`src/rtl/cart_unlock_seq.sv`:
```
// -----------------------------------------------------------------------------
// cart_unlock_seq
//
// Purpose:
//   Drives a cartridge through its unlock handshake. Each attempt holds the
//   cartridge in reset, lets it settle, presents two key addresses (5A, A5),
//   then shifts in a 20-bit response on SI and compares it with EXPECT. A
//   match ends in PASS, where the host address is passed straight through.
//   A mismatch retries the whole attempt up to MAX_RETRY times. After that,
//   the sequence parks in FAILED with the cartridge held in reset.
//
// Ports:
//   CLK          in   clock; all state changes on the rising edge
//   RSTn         in   asynchronous active-low reset
//   SI           in   cartridge serial output, LSB first; sampled only in RECV
//   ADDR_IN[7:0] in   host address, forwarded combinationally in PASS
//   CART_RSTn    out  cartridge reset, active-low
//   ADDR[7:0]    out  cartridge address bus (keys, then host address)
//   BUSY         out  sequence in progress (not PASS, not FAILED)
//   DONE         out  sequence finished (PASS or FAILED)
//   OK           out  unlock succeeded
//   FAIL         out  unlock gave up
//   CTRL1_B8     out  SYSTEM_CTRL1 bit 8 set request; sticky once set
//   RETRIES[1:0] out  retries taken so far; saturates at MAX_RETRY
//   dbg_state_o  out  current FSM state encoding, for observation only
//
// Handshake note: there is no valid/ready pair here. The cartridge side is
// purely time-slotted. SI is sampled on the 20 rising edges that end the
// RECV cycles and is ignored at every other time.
// -----------------------------------------------------------------------------
module cart_unlock_seq #(
  parameter int unsigned RST_CYCLES  = 8,
  parameter int unsigned START_DELAY = 2,
  parameter logic [19:0] EXPECT      = 20'h14503,
  parameter int unsigned MAX_RETRY   = 3
) (
  input  logic       CLK,
  input  logic       RSTn,
  input  logic       SI,
  input  logic [7:0] ADDR_IN,
  output logic       CART_RSTn,
  output logic [7:0] ADDR,
  output logic       BUSY,
  output logic       DONE,
  output logic       OK,
  output logic       FAIL,
  output logic       CTRL1_B8,
  output logic [1:0] RETRIES,
  output logic [2:0] dbg_state_o
);

  typedef enum logic [2:0] {
    S_HOLD   = 3'd0,
    S_SETTLE = 3'd1,
    S_KEY1   = 3'd2,
    S_KEY2   = 3'd3,
    S_RECV   = 3'd4,
    S_CHECK  = 3'd5,
    S_PASS   = 3'd6,
    S_FAILED = 3'd7
  } state_t;

  // Terminal count of each timed state. A programmed length of 0 still
  // occupies one cycle, so its terminal count is 0 as well.
  localparam logic [15:0] HOLD_LAST   = 16'((RST_CYCLES  == 0) ? 0 : RST_CYCLES  - 1);
  localparam logic [15:0] SETTLE_LAST = 16'((START_DELAY == 0) ? 0 : START_DELAY - 1);
  localparam logic [15:0] RECV_LAST   = 16'd19;
  localparam logic [1:0]  MAX_R       = 2'(MAX_RETRY);

  state_t      state_q, state_d;
  logic [15:0] cnt_q, cnt_d;
  logic [19:0] rx_q, rx_d;
  logic [1:0]  retries_q, retries_d;
  logic        ctrl_q, ctrl_d;

  // State register and datapath registers.
  always_ff @(posedge CLK or negedge RSTn) begin
    if (!RSTn) begin
      state_q   <= S_HOLD;
      cnt_q     <= '0;
      rx_q      <= '1;
      retries_q <= '0;
      ctrl_q    <= 1'b0;
    end else begin
      state_q   <= state_d;
      cnt_q     <= cnt_d;
      rx_q      <= rx_d;
      retries_q <= retries_d;
      ctrl_q    <= ctrl_d;
    end
  end

  // Next-state and datapath next values.
  always_comb begin
    state_d   = state_q;
    retries_d = retries_q;
    unique case (state_q)
      S_HOLD:   if (cnt_q == HOLD_LAST)   state_d = S_SETTLE;
      S_SETTLE: if (cnt_q == SETTLE_LAST) state_d = S_KEY1;
      S_KEY1:   state_d = S_KEY2;
      S_KEY2:   state_d = S_RECV;
      S_RECV:   if (cnt_q == RECV_LAST)   state_d = S_CHECK;
      S_CHECK: begin
        if (rx_q == EXPECT) begin
          state_d = S_PASS;
        end else if (retries_q < MAX_R) begin
          state_d   = S_HOLD;
          retries_d = retries_q + 2'd1;
        end else begin
          state_d = S_FAILED;
        end
      end
      default:  state_d = state_q;  // PASS and FAILED are terminal
    endcase

    // The counter restarts on every state change. It runs only in the timed
    // states, so the terminal states do not keep toggling it.
    if ((state_d != state_q) ||
        !((state_q == S_HOLD) || (state_q == S_SETTLE) || (state_q == S_RECV)))
      cnt_d = '0;
    else
      cnt_d = cnt_q + 16'd1;

    // The shift register is preloaded with ones on the edge entering KEY1,
    // so no bit from an earlier attempt survives into CHECK. In RECV, each
    // new sample enters at bit 19, and the first sample reaches bit 0 after
    // 20 shifts.
    if ((state_d == S_KEY1) && (state_q != S_KEY1))
      rx_d = '1;
    else if (state_q == S_RECV)
      rx_d = {SI, rx_q[19:1]};
    else
      rx_d = rx_q;

    // Set on the edge entering PASS. After that, only reset clears it.
    ctrl_d = ctrl_q | ((state_d == S_PASS) && (state_q != S_PASS));
  end

  // Outputs, decoded from the current state only. The only exception is
  // ADDR in PASS, which forwards ADDR_IN with no register stage.
  always_comb begin
    CART_RSTn = 1'b1;
    ADDR      = 8'h00;
    BUSY      = 1'b1;
    DONE      = 1'b0;
    OK        = 1'b0;
    FAIL      = 1'b0;
    unique case (state_q)
      S_HOLD:   CART_RSTn = 1'b0;
      S_SETTLE: ADDR = 8'h00;
      S_KEY1:   ADDR = 8'h5A;
      S_KEY2:   ADDR = 8'hA5;
      S_RECV:   ADDR = 8'h00;
      S_CHECK:  ADDR = 8'h00;
      S_PASS: begin
        ADDR = ADDR_IN;
        BUSY = 1'b0;
        DONE = 1'b1;
        OK   = 1'b1;
      end
      S_FAILED: begin
        CART_RSTn = 1'b0;
        BUSY      = 1'b0;
        DONE      = 1'b1;
        FAIL      = 1'b1;
      end
      default:  CART_RSTn = 1'b0;
    endcase
  end

  assign CTRL1_B8    = ctrl_q;
  assign RETRIES     = retries_q;
  assign dbg_state_o = state_q;

endmodule

```
`config.mk`:
```
export PLATFORM = sky130hd
export DESIGN_NAME = cart_unlock_seq
export DESIGN_NICKNAME = d
export VERILOG_FILES = /design/src/rtl/cart_unlock_seq.sv
export SDC_FILE = /design/constraint.sdc
export NUM_CORES = 1
export LEC_CHECK = 0
export ABC_AREA = 1
export BUFFER_PORTS_ARGS = -buffer_cell sky130_fd_sc_hd__buf_2
export CAP_MARGIN = 20
export CORE_ASPECT_RATIO = 1.5
export CORE_MARGIN = 4
export CORE_UTILIZATION = 54
export DETAILED_ROUTE_END_ITERATION = 12
export GPL_TIMING_DRIVEN = 0
export HOLD_SLACK_MARGIN = 0.03
export PLACE_DENSITY_LB_ADDON = 0.08
export SLEW_MARGIN = 20
export SYNTH_ARGS = -nofsm -noshare
export SYNTH_HDL_FRONTEND = slang
export SYNTH_SLANG_ARGS = --single-unit
```
`constraint.sdc`:
```
create_clock -name CLK -period 1.85 [get_ports CLK]
set_input_delay 0 -clock CLK [delete_from_list [all_inputs] [get_ports CLK]]
set_output_delay 0 -clock CLK [all_outputs]
set_load 0.1 [all_outputs]
```
After elaboration in Yosys (flattened, before gate mapping)
Cells that the tools add are included. W data, S select, Z words.

Reductions and logical operators: 11. Bitwise logic cells: 2. Add/subtract/negate cells: 2. Equal/unequal tests: 16. Magnitude comparators: 1. Mux-type cells: 15.

Operator list (count): $mux W20 (2); $pmux W8 S3 (1); $eq A20 B17 Y1 const B (1); $pmux W3 S6 (1); $add A16 B1 Y16 const B (1); $eq A16 B1 Y1 const B (1); $eq A16 B3 Y1 const B (1); $eq A16 B5 Y1 const B (1); $mux W16 (1); $eq A3 B3 Y1 const B (5); $mux W3 (5); $eq A3 B2 Y1 const B (3); $mux W1 (5); $reduce_or A2 Y1 (2); $eq A3 B1 Y1 const B (1); $logic_not A3 Y1 (1); $logic_or A1 B1 Y1 (3); $ne A3 B2 Y1 const B (1); $ne A3 B3 Y1 (1); $ne A3 B3 Y1 const B (1); $reduce_and A3 Y1 (1); $add A2 B1 Y2 const B (1); $logic_and A1 B1 Y1 (2); $lt A2 B2 Y1 const B (1); 4 further kinds (4).

Bits of input ports: 11. Register bits after elaboration: 42.

Logic depth before layout (Yosys ltp)
Gate-level depths: netlist (run 1).

Word-level depth: 7. Mapped depth: 10.

Worst setup path after synthesis (run 1)
No wires, ideal clock.

Kind: register to output. Start point: register state_q[1], in the netlist dbg_state_o[1]. End point: output port ADDR[0]. Slack: -2610 ps. Stages on the path, launching flop included: 5. Data arrival time: 4460 ps. Cell sequence: dfrtp_1 > nand2_1 > nor2_1 > nand2_1 > nand2_1.

Longest elaborated chain between the ends: 2.

Ends and longest elaborated chain: start: declaration (line 70) `state_t state_q, state_d;`; start signal: assignment (line 85) `state_q <= state_d;`; $eq A3 B3 Y1 / $eq A3 B2 Y1 (equally long branches) (line 148) `unique case (state_q)`; $pmux W8 S3 * (line 148); end: declaration (line 42) `output logic [7:0] ADDR,`.

Every way passes the cells marked *; elsewhere a longest branch is shown, timed or not.

Worst setup path in the final report (run 1)
Start point: register state_q[2], in the netlist dbg_state_o[2]. End point: output port ADDR[0].

The elaborated chain is that of the path after synthesis.

==> impl_metrics.ini, run 1 <==
[timing]
tightest_slew_ps = 919
fin_crit_sh_pct = 97.5
drv_slew = 0
clock-skew-final_ps = 5.89
relSlewSlack_pct = 38.7
fmax_mhz = 555
finalHoldViolations = 0
rsz0062_at_grt = true
setup_slack_ps = 47.1
setup_viol = 0
finalSetupTns_ps = 0
min_period_ps = 1800

[placement]
io_buffers = 29
routabilityCongestion = 0.909
dp.final_hpwl_microns = 3500
place_area_sq_um = 2570
post-place-ws_ps = 105
placedCellCount = 384

[pwr]
p_per_area_nw_per_um2 = 790
power_mw = 2.15
total_leakage_power_nw = 1.27
ir_drop_mv = 0.553

[yosys]
yosysSeqAreaShare_pct = 47.2
synthesis.area_sq_um = 2280
syn_nets = 324
avgSynthCellArea_sq_um = 7.35
synth-seq-cells = 42
ys_types = 22
ys_async_sr_fraction_pct = 100
synth_flop_cell = dfrtp_1
syn_inst = 310
synth_edf_count = 0
yosysWarnings = 0

[drt]
wl_microns = 4690
vias = 2008
wl_per_cell_microns = 11.9
wl_met1_microns = 2030
highest_layer = met4
ant_nets = 0
route.met2.wl_microns = 2430
drt_iter0_markers = 84
dr.pass1.iters = 4
met3WireLength_microns = 120
post-route-drc-count = 0
via_per_inst = 5.10

[floorplanning]
initial_core_util_pct = 56.6
core_sq_um = 4030
die_area_sq_um = 5350
rows = 28
die_h_microns = 87.6
die_w_microns = 61.1
io-pin-count = 30

[clocking]
numCtsBuffers = 5
clkSlewWorstSetupHoldPaths_ps = 80
root_buffer = clkbuf_8
cts_buffer_depth = 2
cts_tree = done
h-tree-depth = 2
clk-insertion-delay-late_ps = 300
cts_sinks = 42
post_cts_buffers = 0

[setup_path]
cp-start-kind = flip-flop
critical_path_required_ps = 1850
crit_start = dbg_state_o[2]
cp_slowest_cell = dfrtp_4
worstPathMaxFanout = 9
endpoint_kind = output port
reg2reg_slack_ps = 100
crit_chain = inv_2 > nand3_1 > nand2_4 > buf_4
cp_data_arrival_time_ps = 1800
criticalPathCategory = reg -> out
reg2reg_depth = 7
timing.rr.end = cnt_q[9]
crit_end = ADDR[0]
timing.rr.start = dbg_state_o[1]
cpPeakStageDelay_ps = 530

[grt]
antenna_found_initial = 0
gr-total-overflow = 0
grt_max_degree = 43
grt.total_usage_pct = 19.5
grt_pass1_wl_microns = 8000
grt_pass1_vias = 1858

[finish]
final_cell_mix = nor2_1, nand2_1, inv_1
final_cell_area_sq_um = 2720
nets = 362
finalNonFillerCells = 394
final_common_cell = nor2_1
area_growth_pct = 19.4
antenna_cells = 0
drive_gt1_share_pct = 26.4

[status]
status = complete, no violations

[job]
max_cap_violations = 0

[worst_hold_path]
hold_path_class = in -> async
==> worst min-delay path by stage <==
stage / startpoint / endpoint / slack [ps] / depth (start not counted)
4_1_cts: RSTn / cnt_q[1] / 400 / 2
3_5_place_dp: RSTn / cnt_q[2] / 190 / 1
2_1_floorplan: RSTn / CTRL1_B8 / -300 / 0
5_1_grt: RSTn / cnt_q[0] / 450 / 2
3_3_place_gp: RSTn / cnt_q[2] / 180 / 1
6_report: RSTn / RETRIES[0] / 370 / 2
==> repair_timing <==
item | 4_1_cts | 5_1_grt
setup endpoints to repair | 4 | 16
hold endpoints to repair | 23 | 0
gates resized for setup | 4 | 5
hold buffers | 2 | 0
==> layer usage <==
layer	track usage, %	vias to the layer above
li1	-	1051
met1	23.2	918
met2	33.5	28
met3	3.24	11
met4	8.28	0
met5	0	-
==> metrics by stage <==
stage / hold slack [ps] / utilization, %
3_5_place_dp: 188 / 63.9
6_report: 373 / 67.5
4_1_cts: 402 / 67.3
5_1_grt: 454 / 67.5
2_1_floorplan: -296 / -
3_3_place_gp: 183 / 63.9
==> cell families after synthesis <==
family / count (synthesis) / share of synthesized area (%)
AOI/OAI and AO/OA: 23 / 6.15
adders and majority gates: 3 / 1.65
xor gates and xnor gates: 6 / 2.31
and+or+nand+nor: 193 / 35.3
DFF: 42 / 47.2
buffers and inverters: 43 / 7.41
==> sequential cells by signal, indices dropped and copies added, names as in the netlist <==
register / cells
dbg_state_o: 3
RETRIES: 2
cnt_q: 16
rx_q: 20
CTRL1_B8: 1
==> critical path: cells and delay by family (launching register included) <==
kind / cells / cell delay, ps
DFF: 1 / 530
buffers and inverters: 2 / 460
and+or+nand+nor: 2 / 500
==> power breakdown <==
part	internal (mW)	switching, mW	total (mW)
Sequential	0.996	0.0422	1.04
Clock	0.350	0.331	0.681
Combinational	0.108	0.322	0.430
Total	1.45	0.695	2.15
==> area by class of cell <==
type | count | area [sq um]
Fill cell | 346 | 1310
Multi-Input combinational cell | 225 | 1120
Sequential cell | 42 | 1080
Timing Repair Buffer | 31 | 175
Inverter | 36 | 139
Clock buffer | 6 | 93.8
Tap cell | 45 | 56.3
Buffer | 7 | 35.0
Clock inverter | 2 | 13.8
==> Yosys cell counts, types with 3 or more instances <==
library cell / n / area (sq um)
nand3_1: 14 / 70.1
nor4_1: 4 / 25.0
ha_1: 3 / 37.5
nand4_1: 4 / 25.0
dfstp_2: 20 / 526
nor3_2: 3 / 30.0
inv_2: 8 / 30.0
dfrtp_1: 22 / 551
nor3_1: 11 / 55.1
nor2_1: 90 / 338
clkbuf_1: 6 / 22.5
o21ai_0: 15 / 75.1
xor2_1: 5 / 43.8
o211ai_1: 6 / 45.0
inv_1: 28 / 105
nand2_1: 65 / 244
No activity file was read; power rests on OpenSTA's default activity.
==> run 2, diff against run 1 <==
--- a/config.mk
+++ b/config.mk
@@ -8,7 +8,7 @@
 export ABC_AREA = 1
 export BUFFER_PORTS_ARGS = -buffer_cell sky130_fd_sc_hd__buf_2
 export CAP_MARGIN = 20
-export CORE_ASPECT_RATIO = 1.5
+export CORE_ASPECT_RATIO = 1.4
 export CORE_MARGIN = 4
 export CORE_UTILIZATION = 54
 export DETAILED_ROUTE_END_ITERATION = 12
==> impl_metrics.ini, run 2 (synthesis results as in run 1) <==
[finish]
largest_reg_flops = 20
register_area_sq_um = 1090
multi_input_area_sq_um = 1140
final_common_cell = nor2_1
area_growth_pct = 19.8
nets = 363
antenna_cells = 0
fillCellCount = 347
largest-register = rx_q
drive_gt1_share_pct = 26.6
final_cell_mix = nor2_1, nand2_1, inv_1

[pwr]
p_int_mw = 1.38
power_mw = 2.09
ir_drop_mv = 0.471
p_clk_share_pct = 29.1
p_per_area_nw_per_um2 = 765
switchingPower_uw = 706
total_leakage_power_nw = 1.27
seq_power_share_pct = 49.8
p_sw_share_pct = 33.8
p_comb_share_pct = 21.0

[setup_path]
cp_slowest_cell = dfrtp_4
crit_buf_inv = 2
endpoint_kind = flip-flop
cp_data_arrival_time_ps = 1940
crit_chain = inv_2 > nand2_1 > nor2_1 > nand4_1 > o2111ai_4 > buf_4 > nor3_1
critical_path_required_ps = 2030
cpLargestDelayFamily = flip-flops
worstPathMaxFanout = 7
cpPeakStageDelay_ps = 560
cp-start-kind = flip-flop
criticalPathCategory = reg -> reg

[floorplanning]
core_sq_um = 4020
rows = 27
initial_core_util_pct = 56.7
io-pin-count = 30
die_area_sq_um = 5340
die_h_microns = 84.9
die_w_microns = 62.9

[timing]
drv_slew = 0
clock-skew-final_ps = 5.75
finalSetupTns_ps = 0
setup_viol = 0
min_period_ps = 1770
finalHoldViolations = 0
fin_crit_sh_pct = 95.5
tightest_slew_ps = 910
relSlewSlack_pct = 39.3
fmax_mhz = 566

[drt]
wl_per_cell_microns = 11.9
wl_microns = 4660
via_per_inst = 5.25
dr.pass1.iters = 4
drt_iter0_markers = 81
ant_nets = 0
post-route-drc-count = 0
vias = 2062

[clocking]
root_buffer = clkbuf_8
cts_sinks = 42
cts_tree = done
clk-insertion-delay-late_ps = 300
h-tree-depth = 2
cts_buffer_depth = 2
numCtsBuffers = 5
clkSlewWorstSetupHoldPaths_ps = 90

[grt]
grt_pass1_vias = 2027
grt_pass1_wl_microns = 8360
grt.total_usage_pct = 19.3
grt.met2_usage_pct = 35.5
antenna_found_initial = 0
use_met1_pct = 21.1
grt_busiest_layer = met2
grt_max_degree = 43
gr-total-overflow = 0
gr-usage-met3_pct = 3.44

[placement]
io_buffers = 29
dp.final_hpwl_microns = 3510
routabilityCongestion = 0.873

[status]
status = complete, no violations

[job]
max_cap_violations = 0

[worst_hold_path]
hold_path_class = in -> async
## run 2: power by group through the flow
stage / clock network (mW) / logic [mW] / registers, mW
finish: 0.609 / 0.440 / 1.04
detailed placement: 0 / 0.428 / 1.06
floorplan: 0 / 0.276 / 1.11
global placement: 0 / 0.421 / 1.05
global route: 0.671 / 0.480 / 1.05
CTS: 0.634 / 0.434 / 1.04
## run 2: worst paths after layout
kind,to,startpoint,depth (start not counted),slack (ps)
max reg2reg,cnt_q[8],dbg_state_o[1],7,80
min reg2reg,CTRL1_B8,CTRL1_B8,2,480
min,CTRL1_B8,RSTn,2,380
max,cnt_q[8],dbg_state_o[1],7,80
min in group CLK,ADDR[7],ADDR_IN[7],4,450
max in group asynchronous,dbg_state_o[1],RSTn,2,810
## run 2: repair_timing
action                                  CTS  global route
pin swaps                                 0             0
hold buffers                              2             0
endpoints found under the setup margin    4            13
cloned                                    0             0
buffers inserted                          0             1
hold endpoints to repair                 23             0
gates resized for setup                   4             7
## run 2: area by class of cell
class	instances	area share, %
buffer	7	1.28
clock buffer	5	2.52
clock inverter	3	0.916
inverter	36	5.08
multi-input combinational	225	41.8
sequential	42	39.8
tap	43	1.97
timing repair buffer	32	6.69
## run 2: layer usage
metal  wire length (microns)  vias to the layer above
li1                        -                     1055
met1                    1990                      954
met2                    2390                       37
met3                     148                       16
met4                     134                        0
met5                       0                        -
## run 2: per-stage QoR
stage	cell area (sq um)	cells	hold WS (ps)	utilization [%]	setup WS, ps
floorplan	2370	310	-296	-	-152
finish	2730	393	380	67.9	82.4
CTS	2700	392	389	67.1	45.5
detailed placement	2570	382	179	64.0	119
global route	2730	393	457	67.9	-13.6
global placement	2570	382	178	64.0	129
==> run 3, diff against run 2 <==
--- a/config.mk
+++ b/config.mk
@@ -5,7 +5,6 @@
 export SDC_FILE = /design/constraint.sdc
 export NUM_CORES = 1
 export LEC_CHECK = 0
-export ABC_AREA = 1
 export BUFFER_PORTS_ARGS = -buffer_cell sky130_fd_sc_hd__buf_2
 export CAP_MARGIN = 20
 export CORE_ASPECT_RATIO = 1.4
==> constraint.sdc (replaced) <==
create_clock -name CLK -period 1.85 [get_ports CLK]
set_input_delay 0.0925 -clock CLK [delete_from_list [all_inputs] [get_ports CLK]]
set_output_delay 0.0925 -clock CLK [all_outputs]
set_load 0.1 [all_outputs]
==> impl_metrics.ini, run 3 <==
[setup_path]
worstPathMaxFanout = 10
reg2reg_slack_ps = 80
critical_path_required_ps = 1760
timing.rr.end = RETRIES[1]
cpLargestDelayFamily = flip-flops
crit_start = dbg_state_o[0]
cp_slowest_cell = dfrtp_4
endpoint_kind = output port
crit_chain = buf_2 > nand2b_2 > a21oi_4 > buf_6
reg2reg_depth = 4
cp-start-kind = flip-flop
cp_data_arrival_time_ps = 1700
cpPeakStageDelay_ps = 500
criticalPathCategory = reg -> out
crit_buf_inv = 2
timing.rr.start = rx_q[16]

[finish]
drive_gt1_share_pct = 45.3
largest_reg_flops = 20
multi_input_area_sq_um = 1260
nets = 291
area_growth_pct = 25.2
largest-register = rx_q
final_cell_area_sq_um = 2890
final_cell_mix = nand2_1, buf_2, nand3_2
register_area_sq_um = 1090
finalNonFillerCells = 321
antenna_cells = 0
final_common_cell = nand2_1
fillCellCount = 304

[floorplanning]
rows = 27
die_h_microns = 85.3
die_area_sq_um = 5390
core_sq_um = 4020
io-pin-count = 30
die_w_microns = 63.2
initial_core_util_pct = 57.3

[timing]
fin_crit_sh_pct = 97.0
relSlewSlack_pct = 39.6
rsz0062_at_grt = true
setup_viol = 0
finalHoldViolations = 0
min_period_ps = 1800
drv_slew = 0
fmax_mhz = 557
clock-skew-final_ps = 9.64
tightest_slew_ps = 906
hold_ws_ps = 460

[drt]
ant_nets = 0
via_per_inst = 5.65
drt_iter0_markers = 65
post-route-drc-count = 0
wl_microns = 4820
vias = 1814
dr.pass1.iters = 4
wl_per_cell_microns = 15.0

[yosys]
synth-seq-cells = 42
muxShareOfSynthArea_pct = 0.489
synth_top_family_by_area = simple AND/OR/NAND/NOR gates
yosys-top-cells-count = nand2_1, dfrtp_1, nand3_2
avgSynthCellArea_sq_um = 9.77
ys_types = 45
yosysTopAreaCellShare_pct = 23.9
synthesis.area_sq_um = 2300
synth_top_cell_by_area = dfrtp_1
yosysSeqAreaShare_pct = 46.7
synth_compound_area_share_pct = 6.89
synth-xor-area-share_pct = 5.32
yosysMostFrequentCell = nand2_1
synth_edf_count = 0
synth_simple_gate_area_share_pct = 34.1
yosysWarnings = 0
syn_inst = 236
synth_flop_cell = dfrtp_1
synth_area_leaders = dfrtp_1, dfstp_2, nand3_2, nand2_1, xor2_1
synthAdderAreaFrac_pct = 1.63
ys_async_sr_fraction_pct = 100
syn_nets = 250

[clocking]
cts_buffer_depth = 2
clkSlewWorstSetupHoldPaths_ps = 80
root_buffer = clkbuf_8
cts_tree = done
h-tree-depth = 2
cts_sinks = 42
numCtsBuffers = 5
clk-insertion-delay-late_ps = 300

[job]
max_cap_violations = 0

[grt]
grt_max_degree = 43
gr-total-overflow = 0
gr-usage-met3_pct = 3.18
grt_pass1_vias = 1911
use_met1_pct = 19.9
grt_pass1_wl_microns = 8410
antenna_found_initial = 0
grt.met2_usage_pct = 37.8
grt_busiest_layer = met2
grt.total_usage_pct = 19.5

[pwr]
total_leakage_power_nw = 1.29
ir_drop_mv = 0.488
p_per_area_nw_per_um2 = 598

[status]
status = complete, no violations

[placement]
dp.final_hpwl_microns = 3390
routabilityCongestion = 0.748
io_buffers = 29
placedCellCount = 308
place_area_sq_um = 2650

[worst_hold_path]
hold_path_class = in -> async
-- run 3: layout make-up --
type,count,area share [%]
Multi-Input combinational cell,173,43.6
Sequential cell,42,37.8
Timing Repair Buffer,34,8.72
Clock buffer,8,3.86
Buffer,13,2.99
Tap cell,43,1.86
Inverter,8,1.17
-- run 3: metrics by stage --
| step | total power [mW] | setup WS, ps | TNS [ps] | utilization [%] |
|---|---|---|---|---|
| 6_report | 1.73 | 54.9 | 0 | 71.8 |
| 4_1_cts | 1.75 | 5.82 | 0 | 70.5 |
| 3_5_place_dp | 1.05 | -43.4 | -43.4 | 65.9 |
| 2_1_floorplan | 1.01 | 37.0 | 0 | - |
| 5_1_grt | 1.80 | -23.2 | -39.5 | 71.8 |
| 3_3_place_gp | 1.04 | -51.7 | -51.7 | 65.9 |
-- run 3: kinds of logic (layout without fill, tap and decap cells) --
logic type	after synthesis	after routing
fa+ha+maj	3	3
compound gates	22	22
mux	1	1
simple gates	133	133
flops	42	42
xor+xnor	14	14
buf+inv	21	63
-- run 3: per-layer routing --
metal	up-vias	routed length, microns
met5	-	0
met3	11	94
met1	896	1870
met2	23	2740
li1	884	-
met4	0	110
-- run 3: worst max path at each step --
stage	endpoint	depth (start not counted)
2_1_floorplan	OK	3
3_3_place_gp	RETRIES[1]	4
3_5_place_dp	RETRIES[1]	4
4_1_cts	RETRIES[1]	4
5_1_grt	RETRIES[1]	4
6_report	ADDR[3]	4
-- run 3: power by group --
| part | leakage (nW) | switching (mW) | internal (mW) | total [mW] |
|---|---|---|---|---|
| clock network | 0.0566 | 0.307 | 0.386 | 0.692 |
| logic | 0.738 | 0.0494 | 0.0298 | 0.0792 |
| registers | 0.497 | 0.0113 | 0.944 | 0.955 |
-- run 3: repair_timing --
action / in CTS / in global routing
gates resized for setup: 15 / 11
hold buffers: 2 / 0
pin swaps: 1 / 1
endpoints found under the hold margin: 23 / 0
setup buffers: 1 / 2
endpoints found under the setup margin: 9 / 10
